===== src/rtl/studio2_keypad.sv =====
// studio2_keypad: PS/2 key events -> Studio II dual 10-key pressed maps, answering the CDP1802 EF3/EF4 scan.
// Optional tap stretching so short presses survive the frame-rate scan: define STUDIO2_KEY_HOLD_EN.

module studio2_keypad_pad #(
  parameter logic [23:0] HOLD_CYCLES = 24'd400000
) (
  input  logic       clk,
  input  logic       resetq,
  input  logic [9:0] hit,
  input  logic       press,
  input  logic [3:0] key_sel,
  output logic [9:0] state,
  output logic       ef_n
);
  logic [9:0] state_nxt;

`ifdef STUDIO2_KEY_HOLD_EN
  logic [23:0] cnt, cnt_nxt;
  logic [9:0]  pend, pend_nxt;
  logic        expire;

  assign expire = (cnt >= HOLD_CYCLES);

  always_comb begin
    state_nxt = state;
    pend_nxt  = pend;
    cnt_nxt   = expire ? cnt : cnt + 24'd1;
    if (expire) begin
      state_nxt = state & ~pend;
      pend_nxt  = '0;
    end
    if (|hit) begin
      if (press) begin
        state_nxt = state_nxt | hit;
        pend_nxt  = pend_nxt & ~hit;
        cnt_nxt   = '0;
      end else if (expire) begin
        state_nxt = state_nxt & ~hit;
      end else begin
        // Early release: keep the key visible until the hold window closes.
        pend_nxt = pend_nxt | hit;
      end
    end
  end

  always_ff @(posedge clk or negedge resetq) begin
    if (!resetq) begin
      cnt  <= '0;
      pend <= '0;
    end else begin
      cnt  <= cnt_nxt;
      pend <= pend_nxt;
    end
  end
`else
  logic unused_hold;
  assign unused_hold = ^HOLD_CYCLES;

  always_comb begin
    state_nxt = state;
    if (|hit) state_nxt = press ? (state | hit) : (state & ~hit);
  end
`endif

  always_ff @(posedge clk or negedge resetq) begin
    if (!resetq) begin
      state <= '0;
      ef_n  <= 1'b1;
    end else begin
      state <= state_nxt;
      ef_n  <= (key_sel <= 4'd9) ? ~state[key_sel] : 1'b1;
    end
  end
endmodule

module studio2_keypad #(
  parameter logic [23:0] HOLD_CYCLES = 24'd400000
) (
  input  logic        clk,
  input  logic        resetq,
  input  logic [10:0] ps2_key,
  input  logic [2:0]  io_n,
  input  logic        io_out,
  input  logic [7:0]  io_dout,
  output logic        ef3_n,
  output logic        ef4_n,
  output logic [3:0]  key_sel,
  output logic [9:0]  kp1_state,
  output logic [9:0]  kp2_state
);
  localparam int NUM_PADS = 2;

  typedef struct packed {
    logic       tog;
    logic       pressed;
    logic       ext;
    logic [7:0] code;
  } ps2_evt_t;

  ps2_evt_t                 evt;
  logic                     old_tog;
  logic                     event_v;
  logic [NUM_PADS-1:0][9:0] hit;
  logic [NUM_PADS-1:0][9:0] state;
  logic [NUM_PADS-1:0]      ef_n;

  assign evt     = ps2_key;
  assign event_v = (evt.tog != old_tog) && !evt.ext;

  // Pad 0 = main-row digits, pad 1 = numeric keypad.
  always_comb begin
    hit = '0;
    if (event_v) begin
      case (evt.code)
        8'h45: hit[0][0] = 1'b1;
        8'h16: hit[0][1] = 1'b1;
        8'h1E: hit[0][2] = 1'b1;
        8'h26: hit[0][3] = 1'b1;
        8'h25: hit[0][4] = 1'b1;
        8'h2E: hit[0][5] = 1'b1;
        8'h36: hit[0][6] = 1'b1;
        8'h3D: hit[0][7] = 1'b1;
        8'h3E: hit[0][8] = 1'b1;
        8'h46: hit[0][9] = 1'b1;
        8'h70: hit[1][0] = 1'b1;
        8'h69: hit[1][1] = 1'b1;
        8'h72: hit[1][2] = 1'b1;
        8'h7A: hit[1][3] = 1'b1;
        8'h6B: hit[1][4] = 1'b1;
        8'h73: hit[1][5] = 1'b1;
        8'h74: hit[1][6] = 1'b1;
        8'h6C: hit[1][7] = 1'b1;
        8'h75: hit[1][8] = 1'b1;
        8'h7D: hit[1][9] = 1'b1;
        default: ;
      endcase
    end
  end

  always_ff @(posedge clk or negedge resetq) begin
    if (!resetq) begin
      old_tog <= 1'b0;
      key_sel <= '0;
    end else begin
      old_tog <= evt.tog;
      if (io_out && io_n == 3'd2) key_sel <= io_dout[3:0];
    end
  end

  for (genvar p = 0; p < NUM_PADS; p++) begin : g_pad
    studio2_keypad_pad #(.HOLD_CYCLES(HOLD_CYCLES)) u_pad (
      .clk     (clk),
      .resetq  (resetq),
      .hit     (hit[p]),
      .press   (evt.pressed),
      .key_sel (key_sel),
      .state   (state[p]),
      .ef_n    (ef_n[p])
    );
  end

  assign kp1_state = state[0];
  assign kp2_state = state[1];
  assign ef3_n     = ef_n[0];
  assign ef4_n     = ef_n[1];
endmodule


===== config.mk =====
export PLATFORM = sky130hd
export DESIGN_NAME = studio2_keypad
export DESIGN_NICKNAME = d
export VERILOG_FILES = /design/src/rtl/studio2_keypad.sv
export SDC_FILE = /design/constraint.sdc
export NUM_CORES = 1
export LEC_CHECK = 0
export CAP_MARGIN = 15
export CORE_MARGIN = 1.5
export CORE_UTILIZATION = 47
export DETAILED_ROUTE_END_ITERATION = 7
export PLACE_DENSITY = 0.86
export SLEW_MARGIN = 40
export SYNTH_ARGS = -nofsm -noshare
export SYNTH_HDL_FRONTEND = slang
export SYNTH_HIERARCHICAL = 1
export SYNTH_SLANG_ARGS = --single-unit

===== constraint.sdc =====
create_clock -name clk -period 3.1 [get_ports clk]
set_clock_uncertainty 0.2 [all_clocks]
set_input_delay 0.465 -clock clk [delete_from_list [all_inputs] [get_ports clk]]
set_output_delay 0.465 -clock clk [all_outputs]
set_load 0.005 [all_outputs]

==> out/qor.txt, run 1 <==
CP peak stage delay -> 0.75 ns
fin crit period -> 2.37 ns
class of the worst hold path -> in2async
clock share of power -> 22.6%
Seq/Total Area, Yosys -> 47.8%
Main synth FF type -> dfrtp_1
cell family with most CP delay -> flip-flops
internal power -> 0.000520 W
Post-Synthesis Cell Area -> 1420 sq um
Setup CP Type -> reg2out
Finished Layout Cells -> 195
cts bufs inserted -> 3
actual slew at the worst max-slew pin -> 0.721 ns
# Post-CTS Setup Buffers -> 0
asr flop ratio synth -> 100%
Slew Viols, Final -> 0
post-synth top area share -> 44.1%
total negative slack -> 0 ns
H-tree depth -> 1
Ports -> 51
normalized max-slew margin -> 51.3%
Final WS setup -> 0.727 ns
CP endpoint kind -> primary output
Tcrit/Tclk final -> 76.5%
area growth from synthesis to layout -> 37.2%
WP data arrival -> 1.71 ns
Clock Pin Slew Worst Setup and Hold Paths -> 0.17 ns
clk sinks -> 27
Core Footprint -> 2810 sq um
Fin. Hold Viols -> 0
Cell Chain, Critical Path -> clkdlybuf4s50_1
Placer Congestion -> 0.923
Clock Tree Buf Depth -> 2
TritonRoute pass-1 iters -> 6
post-CTS resize count -> 0
Comb pwr share -> 20.0%
final hold slack -> 0.260 ns
placed insts -> 191
# fillers -> 219
Yosys warnings -> 6
Chip Height -> 57.9 um
number of global-route vias before repair -> 1234
Syn Inst Count -> 115
final setup violating endpoints -> 0
Routed WL per cell -> 18.1 um
Seq cells post-synth -> 27
largest net degree at the start of global routing -> 28
initial cell density of the core -> 50.5%
total power -> 0.000733 W
IR drop worst, VDD -> 0.264 mV
clk_lat worst skew -> 0.35 ns
count leader, synth -> dfrtp_1
Pwr per Cell Area -> 377 nW/um^2
Avg Cell Area, Syn -> 12.3 sq um
worst endpoint required time -> 2.43 ns
sequential share of power -> 57.4%
Post-synth EDFFs -> 0
area leader, netlist -> dfrtp_1
max_cap viols -> 0
ANT cells -> 0
Synth area leaders -> dfrtp_1, mux2_2, nor4_1
GRT overflow -> 0
hpwl dp -> 2660 um
RSZ-0062 raised after global routing -> false
CTS root buf -> clkbuf_4
count of cell types in the netlist -> 24
Die W -> 57.9 um
Routed Antenna Nets -> 0
Die ar. -> 3350 sq um
vias per inst -> 6.06
row count -> 19
Slowest-stage cell, CP -> dfrtp_1
startpoint types -> flop
hold bufs inserted after CTS -> 0
status -> complete, no violations
Buf/Inv on CP -> 1
pre-CTS setup slack -> 0.398 ns
I/O Buffers -> 46
largest fanout on the critical path -> 10
Total GRT Usage -> 23.3%
layout cells sized above 1 -> 23.8%
CTS tree -> yes
top cells by count, synth -> dfrtp_1, mux2_2, nor4_1, nand2b_1
overall via count from detail_route -> 1182
global-route wire length before repair -> 6000 um
cell leakage power -> 0.786 nW
Final Routed Wirelength -> 3540 um
P_sw -> 0.000213 W
syn nets -> 140
Sw Share -> 29.0%
initial DRC count -> 33
antenna violations before repair -> 0
f_max -> 421 MHz
drt drc -> 0
NumNets Final -> 190
## worst reg2reg max path, stage by stage, from the launching register on
cell	delay, ns
dfrtp_1	0.75
mux4_2	0.59
and3b_1	0.21
nor4_2	0.30
## power groups by stage
| stage | registers, W | clock network, W | logic, W |
|---|---|---|---|
| finish | 0.000420 | 0.000166 | 0.000146 |
| global route | 0.000427 | 0.000179 | 0.000158 |
| CTS | 0.000420 | 0.000168 | 0.000147 |
| detailed placement | 0.000427 | 0 | 0.000147 |
| global placement | 0.000425 | 0 | 0.000142 |
| floorplan | 0.000415 | 0 | 0.0000566 |
## stage by stage
stage / util, % / cell area (sq um)
CTS: 69.4 / 1950
detailed placement: 68.3 / 1920
global placement: 68.3 / 1920
global route: 69.4 / 1950
floorplan: - / 1420
finish: 69.4 / 1950
## area by class of cell
type | instances | area [sq um] | share of cell area [%]
Multi-Input combinational cell | 86 | 731 | 37.6
Sequential cell | 27 | 678 | 34.9
Timing Repair Buffer | 47 | 468 | 24.1
Tap cell | 31 | 38.8 | 1.99
Clock buffer | 3 | 22.5 | 1.16
Clock inverter | 1 | 7.51 | 0.386
## layout by cell type, fill, tap and decap left out, types with 3 or more instances in the layout
cell type	instances
clkdlybuf4s50_1	46
dfrtp_1	25
mux2_2	24
nor4_1	14
nand2b_1	7
nor2_1	6
mux2i_1	6
nor4b_1	5
or2_2	4
nand2_1	3
nor3_1	3
clkbuf_4	3
## logic make-up after synthesis
family                 after synthesis  synth area share [%]
XOR/XNOR                             1                 0.618
AND/OR/NAND/NOR                     53                  24.4
flip-flops                          27                  47.8
buffers and inverters                2                 0.617
multiplexers                        32                  26.5
## path summary, 6_finish.rpt
check	cells past startpoint	from	slack, ns	to
min in group clk	1	flop	0.36	flop
setup / recovery	1	key_sel[0]$_DFFE_PN0P_	0.73	key_sel[0]
setup reg to reg	3	key_sel[0]$_DFFE_PN0P_	0.97	g_pad[0].u_pad/ef_n$_DFF_PN1_
hold / removal	2	resetq	0.26	async pin
hold reg to reg	1	flop	0.36	flop
max in group asynchronous	2	resetq	2.13	g_pad[0].u_pad/ef_n$_DFF_PN1_
## routing by layer
| layer | vias up | global-route usage (%) | share of wire, % |
|---|---|---|---|
| met4 | 0 | 5.98 | 0.73 |
| met5 | - | 0 | 0 |
| met1 | 597 | 30.1 | 42 |
| met2 | 39 | 41.7 | 54 |
| met3 | 4 | 2.23 | 4.0 |
| li1 | 542 | - | - |
Power figures use the tool's default switching activity.
==> run 2: changes to the inputs <==
--- a/config.mk
+++ b/config.mk
@@ -7,9 +7,9 @@
 export LEC_CHECK = 0
 export CAP_MARGIN = 15
 export CORE_MARGIN = 1.5
-export CORE_UTILIZATION = 47
+export CORE_UTILIZATION = 40
 export DETAILED_ROUTE_END_ITERATION = 7
-export PLACE_DENSITY = 0.86
+export PLACE_DENSITY = 0.78
 export SLEW_MARGIN = 40
 export SYNTH_ARGS = -nofsm -noshare
 export SYNTH_HDL_FRONTEND = slang
==> constraint.sdc (replaced) <==
create_clock -name clk -period 1.9 [get_ports clk]
set_clock_uncertainty 0.2 [all_clocks]
set_input_delay 0.285 -clock clk [delete_from_list [all_inputs] [get_ports clk]]
set_output_delay 0.285 -clock clk [all_outputs]
set_load 0.005 [all_outputs]
==> run 2 against run 1 <==
Effect of this change: the run now ends with negative setup slack left; final area rose by 26%; sequential power rose by 58%; worst hold slack got worse by 0.21 ns; die area rose by 17%; non-clock buffer count rose by 23; clock power rose by 57%; sequential share of layout area fell by 7.0 points; largest cell class unchanged.
==> out/qor.txt, run 2 (synthesized netlist as in run 1, its figures left out) <==
area growth from synthesis to layout -> 73.1%
routing usage on met1 -> 29.0% (-1.1 points)
global-route wire length before repair -> 6870 um (+14%)
vias per inst -> 5.45 (-10%)
NumNets Final -> 213 (+12%)
hold depth -> 1
drt drc -> 0 (unchanged)
CTS root buf -> clkbuf_4
CP endpoint kind -> flop
TritonRoute pass-1 iters -> 4 (-2)
GRT Max-Usage Layer -> met2
IR drop worst, VDD -> 0.305 mV (+16%)
failing checks -> negative setup slack
number of global-route vias before repair -> 1344 (+8.9%)
worst endpoint required time -> 1.94 ns (-0.49 ns)
Chip Height -> 62.5 um (+8.0%)
ANT cells -> 0 (unchanged)
Core Footprint -> 3360 sq um (+20%)
Post-DP Area -> 2090 sq um (+9.3%)
clk_lat worst skew -> 0.33 ns (-0.02 ns)
antenna violations before repair -> 0 (unchanged)
row count -> 21 (+2)
fin crit period -> 2.04 ns
Finished Layout Cells -> 233 (+19%)
max_cap viols -> 0 (unchanged)
layout cells sized above 1 -> 48.1% (+24 points)
status -> complete, but fails checks
final setup violating endpoints -> 11 (+11)
Die ar. -> 3910 sq um (+17%)
hold path start -> ps2_key[10]
actual slew at the worst max-slew pin -> 0.400 ns (-0.321 ns)
cts bufs inserted -> 3 (unchanged)
largest fanout on the critical path -> 5 (-5)
clk sinks -> 27 (unchanged)
Routed WL per cell -> 18.4 um (+1.5%)
initial DRC count -> 78 (+140%)
fin area -> 2450 sq um (+26%)
Pwr per Cell Area -> 532 nW/um^2 (+41%)
class of the worst hold path -> in2reg
worst reg-to-reg setup slack -> -0.14 ns (-1.11 ns)
H-tree depth -> 1 (unchanged)
Ports -> 51 (unchanged)
overall via count from detail_route -> 1269 (+7.4%)
placed insts -> 223 (+17%)
commonest cells after routing, fill and taps aside -> clkdlybuf4s50_1, dfrtp_1, buf_4
GR Util met2 -> 39.4% (-2.3 points)
commonest non-fill, non-tap cell in the layout -> clkdlybuf4s50_1
Die W -> 62.5 um (+8.0%)
f_max -> 490 MHz
hpwl dp -> 2790 um (+4.9%)
Final Routed Wirelength -> 4290 um (+21%)
GRT overflow -> 0 (unchanged)
r2r startpoint -> old_tog$_DFF_PN0_
Tcrit/Tclk final -> 107%
Clock Pin Slew Worst Setup and Hold Paths -> 0.15 ns (-0.02 ns)
total power -> 0.00131 W (+78%)
largest net degree at the start of global routing -> 28 (unchanged)
Total GRT Usage -> 22.2% (-1.1 points)
Routed Antenna Nets -> 0 (unchanged)
Reg2Reg Depth -> 4 (+1)
Fin. Hold Viols -> 0 (unchanged)
cell leakage power -> 1.05 nW (+33%)
Slew Viols, Final -> 0 (unchanged)
initial cell density of the core -> 42.2% (-8.4 points)
Setup CP Type -> reg2reg
grt met3 use -> 2.16% (-0.070 points)
Placer Congestion -> 0.864 (-6.3%)
CTS tree -> yes
Final WS setup -> -0.141 ns (-0.868 ns)
normalized max-slew margin -> 73.0% (+22 points)
I/O Buffers -> 46 (unchanged)
startpoint types -> flop
WHS Endpoint -> old_tog$_DFF_PN0_
WP data arrival -> 2.08 ns (+0.37 ns)
Clock Tree Buf Depth -> 2 (unchanged)
RSZ-0062 raised after global routing -> true
## run 2: cell types whose count changed in the layout (fill, tap and decap cells not counted), sizes merged
cell           change
clkinv             +1
clkinvlp           -1
buf               +23
clkdlybuf4s50      -4
dlymetal6s2s       +2
dlygate4sd2        +2
## run 2: area by class of cell
class / instances / area, sq um
Fill cell: 238 / 910
Sequential cell: 27 / 683
Clock inverter: 1 / 5.00
Clock buffer: 3 / 22.5
Tap cell: 46 / 57.6
Multi-Input combinational cell: 86 / 1030
Timing Repair Buffer: 70 / 654
## run 2: per-stage QoR
stage | setup slack [ns] | util [%] | hold WS (ns) | TNS [ns]
final | -0.141 | 73.0 | 0.0504 | -0.845
after global routing | -0.179 | 73.0 | 0.0399 | -1.75
after CTS | -0.134 | 69.5 | 0.00770 | -0.987
after detailed placement | -0.614 | 62.2 | 0.325 | -9.91
after global placement | -0.525 | 62.2 | 0.316 | -9.38
after floorplan | -0.0169 | - | -0.211 | -0.0492
## run 2: power breakdown
part | internal [W] | switching [W]
registers | 0.000614 | 0.0000494
clock network | 0.0000794 | 0.000182
logic | 0.000219 | 0.000162
## run 2: worst max-delay path: stages (launching register included)
cell	delay (ns)
dfrtp_1	0.43
xor2_2	0.17
or3b_4	0.46
nor4_4	0.32
mux2_2	0.37
## run 2: what timing repair did
| action | CTS | global route |
|---|---|---|
| setup buffers | 2 | 4 |
| setup endpoints to repair | 23 | 21 |
| hold buffers | 0 | 0 |
| pin swaps | 9 | 5 |
| gates cloned | 0 | 0 |
| resized for setup | 38 | 19 |
## run 2: worst max path at each step
stage | from | to | slack (ns) | depth (start not counted)
floorplan | old_tog$_DFF_PN0_ | flop | -0.02 | 5
global placement | ps2_key[10] | flop | -0.52 | 5
detailed placement | ps2_key[10] | flop | -0.61 | 6
CTS | old_tog$_DFF_PN0_ | flop | -0.13 | 4
global route | old_tog$_DFF_PN0_ | flop | -0.18 | 5
finish | old_tog$_DFF_PN0_ | flop | -0.14 | 4
## run 2: per-layer routing
metal / wire length (um) / vias to the layer above / share of wire (%)
met5: 0 / - / 0
met4: 58 / 0 / 1.4
met3: 110 / 7 / 2.6
met2: 2250 / 27 / 52
met1: 1880 / 649 / 44
li1: - / 586 / -
